==> src/rtl/rni_txlink_arb_pkg.sv <==
// ---------------------------------------------------------------------------
// rni_link_pkg
// Shared definitions for the RNI transmit link controller.
// Contents:
//   link_state_e      - link FSM state encoding (STOP/ACT/RUN/DEACT)
//   LCRD_RETURN_FLIT  - all-zero flit (opcode LCrdReturn), sliced to FLIT_W
//   lcrd_cnt_width()  - width of a counter that holds 0..lcrd_max
// ---------------------------------------------------------------------------
package rni_link_pkg;

    typedef enum logic [1:0] {
        LINK_STOP  = 2'd0,
        LINK_ACT   = 2'd1,
        LINK_RUN   = 2'd2,
        LINK_DEACT = 2'd3
    } link_state_e;

    // Sized generously so any supported flit width can slice its low bits.
    localparam int unsigned MAX_FLIT_W = 1024;
    localparam logic [MAX_FLIT_W-1:0] LCRD_RETURN_FLIT = '0;

    function automatic int unsigned lcrd_cnt_width(input int unsigned lcrd_max);
        return $clog2(lcrd_max + 1);
    endfunction

endpackage

==> src/rtl/rni_txlink_arb_if.sv <==
// ---------------------------------------------------------------------------
// rni_txlink_arb_if
// Bundles the requester side and the CHI TX pin side of the link controller.
// Modports:
//   master - the environment: drives link_en, requester valid/flit, credits
//            and activation acknowledge; observes everything else.
//   slave  - the link controller itself.
// Signals:
//   link_en, req_valid[NUM_REQ], req_flit[NUM_REQ*FLIT_W], req_ready[NUM_REQ],
//   txlcrdv, txactiveack, txactivereq, txflitpend, txflitv, txflit[FLIT_W],
//   link_up, lcrd_ovf
// ---------------------------------------------------------------------------
interface rni_txlink_arb_if #(
    parameter int NUM_REQ = 4,
    parameter int FLIT_W  = 128
);

    logic                      link_en;
    logic [NUM_REQ-1:0]        req_valid;
    logic [NUM_REQ*FLIT_W-1:0] req_flit;
    logic [NUM_REQ-1:0]        req_ready;
    logic                      txlcrdv;
    logic                      txactiveack;
    logic                      txactivereq;
    logic                      txflitpend;
    logic                      txflitv;
    logic [FLIT_W-1:0]         txflit;
    logic                      link_up;
    logic                      lcrd_ovf;

    modport master (
        output link_en, req_valid, req_flit, txlcrdv, txactiveack,
        input  req_ready, txactivereq, txflitpend, txflitv, txflit, link_up, lcrd_ovf
    );

    modport slave (
        input  link_en, req_valid, req_flit, txlcrdv, txactiveack,
        output req_ready, txactivereq, txflitpend, txflitv, txflit, link_up, lcrd_ovf
    );

endinterface

==> src/rtl/rni_txlink_arb_rr_arb.sv <==
// ---------------------------------------------------------------------------
// rni_rr_arb
// Round-robin arbiter. Searches upward from ptr+1 (mod NUM_REQ) for the first
// asserted request and issues a one-hot grant while en_i is high. The pointer
// only advances to the granted index when upd_i reports an actual transfer,
// so a grant that is not taken does not cost the requester its turn.
// Ports:
//   clk, rst_n   - clock, asynchronous active-low reset
//   req_i        - request vector
//   en_i         - grant enable
//   upd_i        - pointer update strobe (transfer happened this cycle)
//   gnt_o        - one-hot grant
//   gnt_idx_o    - binary index of the grant (pointer value when no grant)
// ---------------------------------------------------------------------------
module rni_rr_arb #(
    parameter int NUM_REQ = 4
) (
    input  logic                       clk,
    input  logic                       rst_n,
    input  logic [NUM_REQ-1:0]         req_i,
    input  logic                       en_i,
    input  logic                       upd_i,
    output logic [NUM_REQ-1:0]         gnt_o,
    output logic [$clog2(NUM_REQ)-1:0] gnt_idx_o
);

    localparam int IDX_W = $clog2(NUM_REQ);

    logic [IDX_W-1:0] ptr_q;
    logic [IDX_W-1:0] ptr_d;
    logic [IDX_W-1:0] cand;
    logic             found;

    // Rotating priority search; k runs 1..NUM_REQ so the last-served
    // requester is considered last.
    always_comb begin
        gnt_o     = '0;
        gnt_idx_o = ptr_q;
        found     = 1'b0;
        cand      = '0;
        if (en_i) begin
            for (int k = 1; k <= NUM_REQ; k++) begin
                cand = IDX_W'((int'(ptr_q) + k) % NUM_REQ);
                if (!found && req_i[cand]) begin
                    found       = 1'b1;
                    gnt_o[cand] = 1'b1;
                    gnt_idx_o   = cand;
                end
            end
        end
    end

    always_comb begin
        ptr_d = ptr_q;
        if (upd_i) begin
            ptr_d = gnt_idx_o;
        end
    end

    // Pointer starts at the top index so requester 0 wins first.
    always_ff @(posedge clk or negedge rst_n) begin
        if (!rst_n) begin
            ptr_q <= IDX_W'(NUM_REQ - 1);
        end else begin
            ptr_q <= ptr_d;
        end
    end

endmodule

==> src/rtl/rni_txlink_arb.sv <==
// ---------------------------------------------------------------------------
// rni_txlink_arb
// Transmit-side link controller for one RNI CHI outbound channel. Shares the
// channel between NUM_REQ requesters round-robin, spends one link credit per
// flit, runs the TXACTIVEREQ/TXACTIVEACK handshake and, on deactivation,
// hands back every unspent credit as an all-zero LCrdReturn flit.
// Ports:
//   clk      - clock
//   rst_n    - asynchronous active-low reset (clears everything, credits lost)
//   link_if  - slave modport of rni_txlink_arb_if (requesters + TX pins)
// Parameters:
//   NUM_REQ (2..8), FLIT_W, LCRD_MAX (1..15)
// ---------------------------------------------------------------------------
module rni_txlink_arb
    import rni_link_pkg::*;
#(
    parameter int NUM_REQ  = 4,
    parameter int FLIT_W   = 128,
    parameter int LCRD_MAX = 15
) (
    input  logic           clk,
    input  logic           rst_n,
    rni_txlink_arb_if.slave link_if
);

    localparam int CNT_W = lcrd_cnt_width(LCRD_MAX);
    localparam int IDX_W = $clog2(NUM_REQ);
    localparam logic [CNT_W-1:0] CNT_MAX = CNT_W'(LCRD_MAX);

    link_state_e       state_q;
    link_state_e       state_d;
    logic [CNT_W-1:0]  cnt_q;
    logic [CNT_W-1:0]  cnt_d;
    logic              ovf_q;
    logic              ovf_d;
    logic              flitv_q;
    logic              flitv_d;
    logic [FLIT_W-1:0] flit_q;
    logic [FLIT_W-1:0] flit_d;

    logic [NUM_REQ-1:0] gnt;
    logic [IDX_W-1:0]   gnt_idx;
    logic               arb_en;
    logic               xfer;
    logic               ret_flit;
    logic               lcrd_inc;
    logic               cnt_dec;
    logic [FLIT_W-1:0]  sel_flit;

    // Grants depend only on registered state/count and req_valid, never on
    // a credit arriving this cycle, so req_ready has no path from txlcrdv.
    assign arb_en   = (state_q == LINK_RUN) && (cnt_q != '0);
    assign xfer     = |(link_if.req_valid & gnt);
    assign ret_flit = (state_q == LINK_DEACT) && (cnt_q != '0);
    assign lcrd_inc = link_if.txlcrdv && (state_q != LINK_STOP);
    assign cnt_dec  = xfer || ret_flit;
    assign sel_flit = link_if.req_flit[int'(gnt_idx)*FLIT_W +: FLIT_W];

    rni_rr_arb #(
        .NUM_REQ (NUM_REQ)
    ) u_rr_arb (
        .clk       (clk),
        .rst_n     (rst_n),
        .req_i     (link_if.req_valid),
        .en_i      (arb_en),
        .upd_i     (xfer),
        .gnt_o     (gnt),
        .gnt_idx_o (gnt_idx)
    );

    // Link FSM. A link_en drop during ACT is honoured only after the ack, so
    // the receiver always sees a complete activate/deactivate pair. DEACT is
    // left once all credits are returned, the last flit has left the output
    // register and the receiver has dropped its ack.
    always_comb begin
        state_d = state_q;
        case (state_q)
            LINK_STOP: begin
                if (link_if.link_en && !link_if.txactiveack) begin
                    state_d = LINK_ACT;
                end
            end
            LINK_ACT: begin
                if (link_if.txactiveack) begin
                    state_d = link_if.link_en ? LINK_RUN : LINK_DEACT;
                end
            end
            LINK_RUN: begin
                if (!link_if.link_en) begin
                    state_d = LINK_DEACT;
                end
            end
            LINK_DEACT: begin
                if ((cnt_q == '0) && !flitv_q && !link_if.txactiveack) begin
                    state_d = LINK_STOP;
                end
            end
            default: state_d = LINK_STOP;
        endcase
    end

    // Credit counter. A simultaneous credit and spend cancel out; a credit
    // with nothing spent at LCRD_MAX saturates and raises the sticky error.
    always_comb begin
        cnt_d = cnt_q;
        ovf_d = ovf_q;
        if (lcrd_inc && !cnt_dec) begin
            if (cnt_q == CNT_MAX) begin
                ovf_d = 1'b1;
            end else begin
                cnt_d = cnt_q + CNT_W'(1);
            end
        end else if (cnt_dec && !lcrd_inc) begin
            cnt_d = cnt_q - CNT_W'(1);
        end
    end

    // Output flit register: a requester flit or a credit-return flit, both
    // emitted the cycle after their credit is spent.
    always_comb begin
        flitv_d = xfer || ret_flit;
        flit_d  = LCRD_RETURN_FLIT[FLIT_W-1:0];
        if (xfer) begin
            flit_d = sel_flit;
        end
    end

    always_ff @(posedge clk or negedge rst_n) begin
        if (!rst_n) begin
            state_q <= LINK_STOP;
            cnt_q   <= '0;
            ovf_q   <= 1'b0;
            flitv_q <= 1'b0;
            flit_q  <= '0;
        end else begin
            state_q <= state_d;
            cnt_q   <= cnt_d;
            ovf_q   <= ovf_d;
            flitv_q <= flitv_d;
            flit_q  <= flit_d;
        end
    end

    assign link_if.req_ready   = gnt;
    assign link_if.txactivereq = (state_q == LINK_ACT) || (state_q == LINK_RUN);
    assign link_if.txflitpend  = (state_q == LINK_RUN) || (state_q == LINK_DEACT);
    assign link_if.link_up     = (state_q == LINK_RUN);
    assign link_if.txflitv     = flitv_q;
    assign link_if.txflit      = flit_q;
    assign link_if.lcrd_ovf    = ovf_q;

endmodule

==> src/flat_wrapper.sv <==
// flat-port wrapper written by rule: the top's interface ports become plain ports
module rni_txlink_arb_flat import rni_link_pkg::*;
#(
    parameter int NUM_REQ  = 4,
    parameter int FLIT_W   = 128,
    parameter int LCRD_MAX = 15
)
  (clk, rst_n, link_if_link_en, link_if_req_valid, link_if_req_flit, link_if_txlcrdv, link_if_txactiveack, link_if_req_ready, link_if_txactivereq, link_if_txflitpend, link_if_txflitv, link_if_txflit, link_if_link_up, link_if_lcrd_ovf);
  rni_txlink_arb_if #(.NUM_REQ(NUM_REQ), .FLIT_W(FLIT_W)) link_if_i ();
  input  logic clk;
  input  logic rst_n;
  input wire logic [$bits(link_if_i.link_en)-1:0] link_if_link_en;
  input wire logic [$bits(link_if_i.req_valid)-1:0] link_if_req_valid;
  input wire logic [$bits(link_if_i.req_flit)-1:0] link_if_req_flit;
  input wire logic [$bits(link_if_i.txlcrdv)-1:0] link_if_txlcrdv;
  input wire logic [$bits(link_if_i.txactiveack)-1:0] link_if_txactiveack;
  output wire logic [$bits(link_if_i.req_ready)-1:0] link_if_req_ready;
  output wire logic [$bits(link_if_i.txactivereq)-1:0] link_if_txactivereq;
  output wire logic [$bits(link_if_i.txflitpend)-1:0] link_if_txflitpend;
  output wire logic [$bits(link_if_i.txflitv)-1:0] link_if_txflitv;
  output wire logic [$bits(link_if_i.txflit)-1:0] link_if_txflit;
  output wire logic [$bits(link_if_i.link_up)-1:0] link_if_link_up;
  output wire logic [$bits(link_if_i.lcrd_ovf)-1:0] link_if_lcrd_ovf;
  assign link_if_i.link_en = link_if_link_en;
  assign link_if_i.req_valid = link_if_req_valid;
  assign link_if_i.req_flit = link_if_req_flit;
  assign link_if_i.txlcrdv = link_if_txlcrdv;
  assign link_if_i.txactiveack = link_if_txactiveack;
  assign link_if_req_ready = link_if_i.req_ready;
  assign link_if_txactivereq = link_if_i.txactivereq;
  assign link_if_txflitpend = link_if_i.txflitpend;
  assign link_if_txflitv = link_if_i.txflitv;
  assign link_if_txflit = link_if_i.txflit;
  assign link_if_link_up = link_if_i.link_up;
  assign link_if_lcrd_ovf = link_if_i.lcrd_ovf;
  rni_txlink_arb #(.NUM_REQ(NUM_REQ), .FLIT_W(FLIT_W), .LCRD_MAX(LCRD_MAX)) u_core (.clk(clk), .rst_n(rst_n), .link_if(link_if_i));
endmodule
==> config.mk <==
export PLATFORM = sky130hd
export DESIGN_NAME = rni_txlink_arb_flat
export DESIGN_NICKNAME = d
export VERILOG_FILES = /design/src/rtl/rni_txlink_arb_pkg.sv /design/src/rtl/rni_txlink_arb_if.sv /design/src/rtl/rni_txlink_arb_rr_arb.sv /design/src/rtl/rni_txlink_arb.sv /design/src/flat_wrapper.sv
export SDC_FILE = /design/constraint.sdc
export NUM_CORES = 1
export LEC_CHECK = 0
export BUFFER_PORTS_ARGS = -buffer_cell sky130_fd_sc_hd__buf_4
export CAP_MARGIN = 20
export CORE_AREA = 2 2 253 255
export CTS_CLUSTER_DIAMETER = 120
export DETAILED_ROUTE_END_ITERATION = 8
export DIE_AREA = 0 0 255 257
export PLACE_DENSITY = 0.41
export RECOVER_POWER = 50
export SETUP_SLACK_MARGIN = 0.4
export SYNTH_ARGS = -nofsm -noshare
export SYNTH_HDL_FRONTEND = slang
export SYNTH_SLANG_ARGS = --single-unit
export TNS_END_PERCENT = 20
==> constraint.sdc <==
create_clock -name clk -period 5 [get_ports clk]
set_input_delay 1 -clock clk [delete_from_list [all_inputs] [get_ports clk]]
set_output_delay 1 -clock clk [all_outputs]
set_load 0.005 [all_outputs]
## Word level (Yosys, flattened, before mapping)

Cells that the tools add are included.

- Memories kept: 0
- Register bits: 138
- Word-level logic and storage cells: 113
- Bits in latches: 0
- Input port bits: 521
- RAM bits: 0
- Bits in read-only memories: 0

- Reduce and logical (&&, ||, !) cells: 34
- Bitwise operators: 4
- Div/mod/pow operators: 0
- Shifts and indexed selects: 1
- Muxes and demuxes: 45
- $add $sub $neg: 6
- Equality and inequality tests: 9
- $lt $le $gt $ge: 8
- Multipliers: 0

Operator list:

| operator | number |
|---|---|
| variable part select 512 x 10 -> 128 bit | 1 |
| 2-to-1 mux 128 bit | 1 |
| 2-to-1 mux 4 bit | 11 |
| 2-to-1 mux 2 bit | 9 |
| logical AND 1 bit | 15 |
| 2-to-1 mux 1 bit | 15 |
| less-than comparator 2 x 3 -> 1 bit (second input constant) | 4 |
| OR 4 bit | 3 |
| binary-select mux 1 bit (select 2 bit) | 4 |
| demux 1 bit (select 2 bit) | 4 |
| greater-or-equal comparator 2 x 1 -> 1 bit (second input constant) | 4 |
| case mux 2 bit (4 select lines) | 1 |
| logical NOT 1 bit | 7 |
| != test 2 bit (second input constant) | 3 |
| adder 2 x 1 -> 2 bit (second input constant) | 2 |
| adder 2 bit (second input constant) | 2 |
| adder 4 x 1 -> 4 bit (second input constant) | 1 |
| bitwise AND 4 bit | 1 |
| equality test 2 bit (second input constant) | 2 |
| equality test 4 bit (second input constant) | 1 |
| logical NOT 4 bit | 1 |
| != test 2 x 1 -> 1 bit (second input constant) | 2 |
| AND reduction 2 bit | 2 |
| AND reduction 4 bit | 1 |
| 7 further kinds | 10 |

## Depth between registers and ports, before layout

- Depth after elaboration: 24
- Depth in mapped cells: 18
- Gate-level depth less buffers: 15

## Cells and area by module

A second synthesis with hierarchy kept.

- Cells, all modules: 541
- Area, all modules: 8,231.6 um2

Modules (own cells, without submodules):

| module | times used | area an instance (um2) | cells an instance | sequential area each (um2) |
|---|---|---|---|---|
| rni_txlink_arb | 1 | 7,637.3 | 478 | 3,403.3 |
| rni_rr_arb | 1 | 594.3 | 63 | 52.6 |

## Least setup slack after synthesis

OpenSTA, ideal clock, no wires.

- Kind: register to register
- Start point: register u_core.u_rr_arb.ptr_q[1]
- End point: register u_core.cnt_q[3]
- Data required time: 4.873 ns
- Setup time: 0.127 ns
- Slack: 0.811 ns
- Arrival time: 4.062 ns
- Stages on the path, launching flop included: 19
- Path through: dfstp_2 -> clkbuf_1 -> clkinv_1 -> ha_1 -> mux4_2 -> or3b_1 -> a21oi_1 -> a221oi_1 -> o2111a_1 -> buf_6 -> buf_6 -> nand3_1 -> ha_1 -> a21o_1 -> a21oi_1 -> nor2b_1 -> and3_1 -> a211oi_1 -> a21oi_1

- Cells in the longest elaborated chain, start to end: 24
- Elaborated cells on any way between the ends: 65
- Those cells by class: 4 x add/sub; 8 x order compare; 1 x eq/ne; 31 x mux; 4 x bitwise; 17 x reduce/logical

RTL lines:

| what | line | text |
|---|---|---|
| from (decl) | rni_txlink_arb_rr_arb.sv:29 | `logic [IDX_W-1:0] ptr_q;` |
| from (signal assigned) | rni_txlink_arb_rr_arb.sv:63 | `ptr_q <= IDX_W'(NUM_REQ - 1);` |
| from (signal assigned) | rni_txlink_arb_rr_arb.sv:65 | `ptr_q <= ptr_d;` |
| parallel branches: the longest is 15 deep, another holds less-than comparator 2 x 3 -> 1 bit | n/a |  |
| 2-to-1 mux 4 bit * | rni_txlink_arb_rr_arb.sv:44 | `if (!found && req_i[cand]) begin` |
| 2-to-1 mux 4 bit * | rni_txlink_arb_rr_arb.sv:41 | `if (en_i) begin` |
| bitwise AND 4 bit * | rni_txlink_arb.sv:53 | `assign xfer = \|(link_if.req_valid & gnt);` |
| OR reduction 4 bit * | rni_txlink_arb.sv:53 |  |
| logical OR 1 bit * | rni_txlink_arb.sv:56 | `assign cnt_dec = xfer \|\| ret_flit;` |
| logical NOT 1 bit | rni_txlink_arb.sv:107 | `if (lcrd_inc && !cnt_dec) begin` |
| logical AND 1 bit | rni_txlink_arb.sv:107 |  |
| != test 2 bit (no line) / nonzero test 2 bit (equally long branches) | n/a |  |
| AND reduction 2 bit (no line) | n/a |  |
| to (signal assigned) | rni_txlink_arb.sv:137 | `cnt_q <= cnt_d;` |
| to (decl) | rni_txlink_arb.sv:32 | `logic [CNT_W-1:0] cnt_q;` |

Mark *: on every way between the ends. The select of a mux whose other input is x is not followed.
A chain may end at the register's enable or synchronous reset.

## Worst setup path after layout

Ends and elaborated chain as after synthesis.

==> results list <==
* Post-detailed-placement half-perimeter wirelength: between 30000 and 40000 um
- After detailed routing, the number of remaining DRC violations is 0.
- Setup repair after global routing left no endpoint under its margin.
* Max-Slew Margin vs Limit: -141%
* Data arrival time of the critical path: 4.70 ns
* Share of async-settable or async-resettable flops after synthesis: 100%
- about 660 I/O pins were placed.
- For this configuration, the core starts out at a cell density of a little over an eighth.
* Cell row count: approximately 90
- Minimum setup slack among reg-to-reg paths: 0.65 ns
- Count of pins over their slew limit: 62
- The first global-routing pass estimated 56400 um of wire.
- Synthesized net count: 1103
- Across the run, the number of max-cap violations was 1.
- Period minus WS final: 4.35 ns
* Clock Latency Late Sink: 0.48 ns
- Once layout is complete, the cells apart from fillers number just over 2k.
- Grt total ovfl: 0
* Yosys synthesis warning count: 0
- Number of cells on the worst reg-to-reg path: 15
* Initial DRC count: 425
- Power density cells: 607 nW/um^2
- Before antenna repair, the detailed router went through 6 iterations.
- The clock tree synthesis step divided the H-tree into 4 levels.
* Setup TNS: 0 ns
* Most common cell after layout, fill and taps aside: sky130_fd_sc_hd__buf_4
- Vias in the first global route: around 8.4k
- Post-synthesis share of cell area spent on and, or, nand and nor gates: 13.0%
* Violations in the final reports: capacitance limit, slew limit
* Clock Tree Buf Depth: 2
* Avg WL per Cell: approximately 20 um
* Final weighted congestion in routability-driven placement: slightly above 0.9
* Clk_skew: between 0.015 and 0.02 ns
- Synthesis-to-finish area growth: 74.2%
- Averaged over all synthesized cells, the footprint is approximately 15 sq um.
- In this run, synthesis inferred 0 flip-flops with an integrated enable.
* CP max FO: 13
* Class of the tightest hold or removal check: flip-flop to flip-flop
- Library cell appearing most often on the critical path: sky130_fd_sc_hd__a21oi_1
- Number of port buffers: 657
- Sum of routed wire length over all layers: a little over 40000 um
- The number of clock buffers added by TritonCTS is 17.
- Overall routing resource usage: approximately an eighth
- In this run the most critical hold path is launched from u_core.cnt_q[3].
- Entering global routing, the biggest net connects between 60 and 70 pins.
* Number of instances in the placed design: ~2k
- After technology mapping, the gate count stands at ~570.
- CTS tree: done
- Dividing the final minimum period by the clock period gives between 80% and 90%.
* Achievable clock frequency: ~230 MHz
- Along the worst hold path, the cell count comes to 1.
- The count of nets left with antenna violations once routing finished came out at 0.
* Core ar.: approximately 63000 sq um
- Multiplexer fraction of the synthesized cell area: between 30% and 40%
- Post-Route Utilization: a little under a quarter
- In the layout the commonest cells are sky130_fd_sc_hd__buf_4, sky130_fd_sc_hd__dfrtp_1, sky130_fd_sc_hd__nor2b_1, sky130_fd_sc_hd__mux4_2, sky130_fd_sc_hd__clkbuf_1.
- Clock tree synthesis selected as its root buffer the cell sky130_fd_sc_hd__clkbuf_16.
- Slowest cell on the critical path: sky130_fd_sc_hd__dfstp_4
- For this design the static power due to leakage is 6.73 nW.
- Of the total synthesized cell area, the portion taken by full adders, half adders and majority gates is under 10%.
- Die area: 65500 sq um
- The worst setup path is captured at a flip-flop.
- STA puts the critical path data required time at roughly 5.4 ns.
- Post-synthesis instance area: roughly 8400 sq um
- For this run, the post-layout net count is ~1.7k.
- Summing the areas of all compound-gate instances in the mapped netlist gives about 3.6% of the synthesized area.
* Worst Hold Slack: 0.544 ns
- By area, the combinational part of the netlist is dominated by multiplexers.
- Worst Path Class, Setup: flip-flop to flip-flop
- Share of the synthesized netlist area taken by xor and xnor gates: 0.401%
- After layout, the design draws a total of roughly 9 mW.
- The run finished, with violations left.
- Summing over every cut layer, the via total after detailed routing is 7839.
* Maximum vdd drop: about 590 uV
- Cells along the critical path: clkinv_1, ha_1, mux4_2, nand2_1, a21oi_1, o31ai_1, o2111a_4, nand3_1, ha_1, a21o_1, a21oi_1, nor2b_1, and3_1, a211oi_1, a21oi_1
* Part of the Yosys area used for sequential elements: a little over 40%
* Clock tree sinks: between 100 and 150
- After clock tree synthesis, the clock-pin slew on the worst setup and hold paths is 0.07 ns.
- The worst setup path is launched from a flip-flop.
* Beginning of the worst register-to-register path: u_core.u_rr_arb.ptr_q[1]
* Most used flip-flop cell after synthesis: sky130_fd_sc_hd__dfrtp_1
- The number of antenna violations at the first check in global routing was 6.
- The netlist uses between 50 and 60 different library cells.
- Hold path endpoint: u_core.cnt_q[3]
- Synthesis inferred 138 register bits.
- Cells with a size suffix above 1 make up 65.1% of the layout.
- The number of failing hold endpoints at the final stage was 0.
- Horizontal extent of the die: ~260 um
- Worst stage delay on the critical path: approximately 0.7 ns
* Worst Tran Pin Value: 3.62 ns
- Drt via density: between 3 and 4
- Finish-stage setup viols: 0
- In this run the critical register-to-register path is captured at u_core.cnt_q[3].
- Die Span Y: 257 um
[kinds of logic after synthesis]
family	count (synthesis)
and+or+nand+nor	177
DFF	138
muxes	135
buffers and inverters	61
AOI/OAI and AO/OA	38
adders and majority gates	15
xor gates and xnor gates	3
[state kept, by name, indices dropped and copies added (netlist names)]
register                 cells
u_core.state_q               2
u_core.link_if.lcrd_ovf      1
u_core.u_rr_arb.ptr_q        2
u_core.link_if.txflitv       1
u_core.cnt_q                 4
u_core.link_if.txflit      128
[metrics by stage]
step           worst slack [ns]  area [sq um]
3_5_place_dp              0.609         14200
3_3_place_gp              0.699         14200
5_1_grt                   0.406         14700
4_1_cts                   0.619         14900
6_report                  0.649         14700
2_1_floorplan             0.811          8430
[critical path, delay by kind of cell (launching register included)]
kind	cells	cell delay [ns]
compound gates	7	1.52
fa+ha+maj	2	0.79
buf+inv	1	0.19
flops	1	0.71
mux	1	0.43
simple gates	4	0.59
[cell usage after synthesis (4+ instances only)]
| cell | count | area share [%] |
|---|---|---|
| sky130_fd_sc_hd__nor2b_1 | 131 | 9.7 |
| sky130_fd_sc_hd__o31ai_1 | 5 | 0.45 |
| sky130_fd_sc_hd__buf_6 | 16 | 2.1 |
| sky130_fd_sc_hd__mux4_2 | 130 | 35 |
| sky130_fd_sc_hd__dfrtp_1 | 136 | 40 |
| sky130_fd_sc_hd__a21oi_1 | 8 | 0.48 |
| sky130_fd_sc_hd__buf_2 | 12 | 0.71 |
| sky130_fd_sc_hd__or3b_1 | 5 | 0.52 |
| sky130_fd_sc_hd__nand3_1 | 4 | 0.24 |
| sky130_fd_sc_hd__buf_1 | 4 | 0.18 |
| sky130_fd_sc_hd__nand2_1 | 11 | 0.49 |
| sky130_fd_sc_hd__a211oi_1 | 4 | 0.36 |
| sky130_fd_sc_hd__nor4_1 | 4 | 0.30 |
| sky130_fd_sc_hd__nor2_1 | 5 | 0.22 |
| sky130_fd_sc_hd__clkbuf_1 | 15 | 0.67 |
| sky130_fd_sc_hd__inv_1 | 11 | 0.49 |
| sky130_fd_sc_hd__ha_1 | 14 | 2.1 |
[what timing repair did]
| action | CTS | global route |
|---|---|---|
| gates resized for setup | 0 | 3 |
| hold buffers | 0 | 0 |
| setup buffers | 0 | 0 |
| hold endpoints to repair | 0 | 0 |
| setup endpoints to repair | 0 | 1 |
[report_power, final]
part / switching [mW] / leakage [nW] / total [mW] / internal [mW]
registers: 0.265 / 1.87 / 1.89 / 1.63
logic: 2.50 / 4.57 / 5.66 / 3.16
clock network: 0.583 / 0.287 / 1.36 / 0.773
total: 3.35 / 6.73 / 8.91 / 5.56
[routing by layer]
layer | wire [um] | global-route usage (%) | part of all wire [%] | vias up
li1 | - | - | - | 3444
met1 | 14900 | 13.4 | 37 | 3886
met2 | 20900 | 20.8 | 51 | 473
met3 | 3970 | 3.93 | 9.8 | 34
met4 | 919 | 5.15 | 2.3 | 2
met5 | 13 | 0 | 0.032 | -
[area by class of cell]
cell class                      instances  area [sq um]
Antenna cell                            4          10.0
Inverter                               13          48.8
Timing Repair Buffer                  665          4850
Sequential cell                       138          3460
Tap cell                              846          1060
Clock buffer                           19           453
Fill cell                            6758         48100
Clock inverter                         13           156
Multi-Input combinational cell        368          4640
[how the worst max path moves through the flow]
stage	startpoint	to	slack [ns]
after floorplan	u_core.u_rr_arb.ptr_q[1]	u_core.cnt_q[3]	0.81
after global placement	link_if_req_valid[1]	u_core.cnt_q[3]	0.70
after detailed placement	link_if_req_valid[1]	u_core.cnt_q[3]	0.61
after CTS	u_core.u_rr_arb.ptr_q[1]	u_core.cnt_q[3]	0.62
after global routing	u_core.u_rr_arb.ptr_q[1]	u_core.cnt_q[3]	0.41
final	u_core.u_rr_arb.ptr_q[1]	u_core.cnt_q[3]	0.65
(Power assumes the default switching activity.)
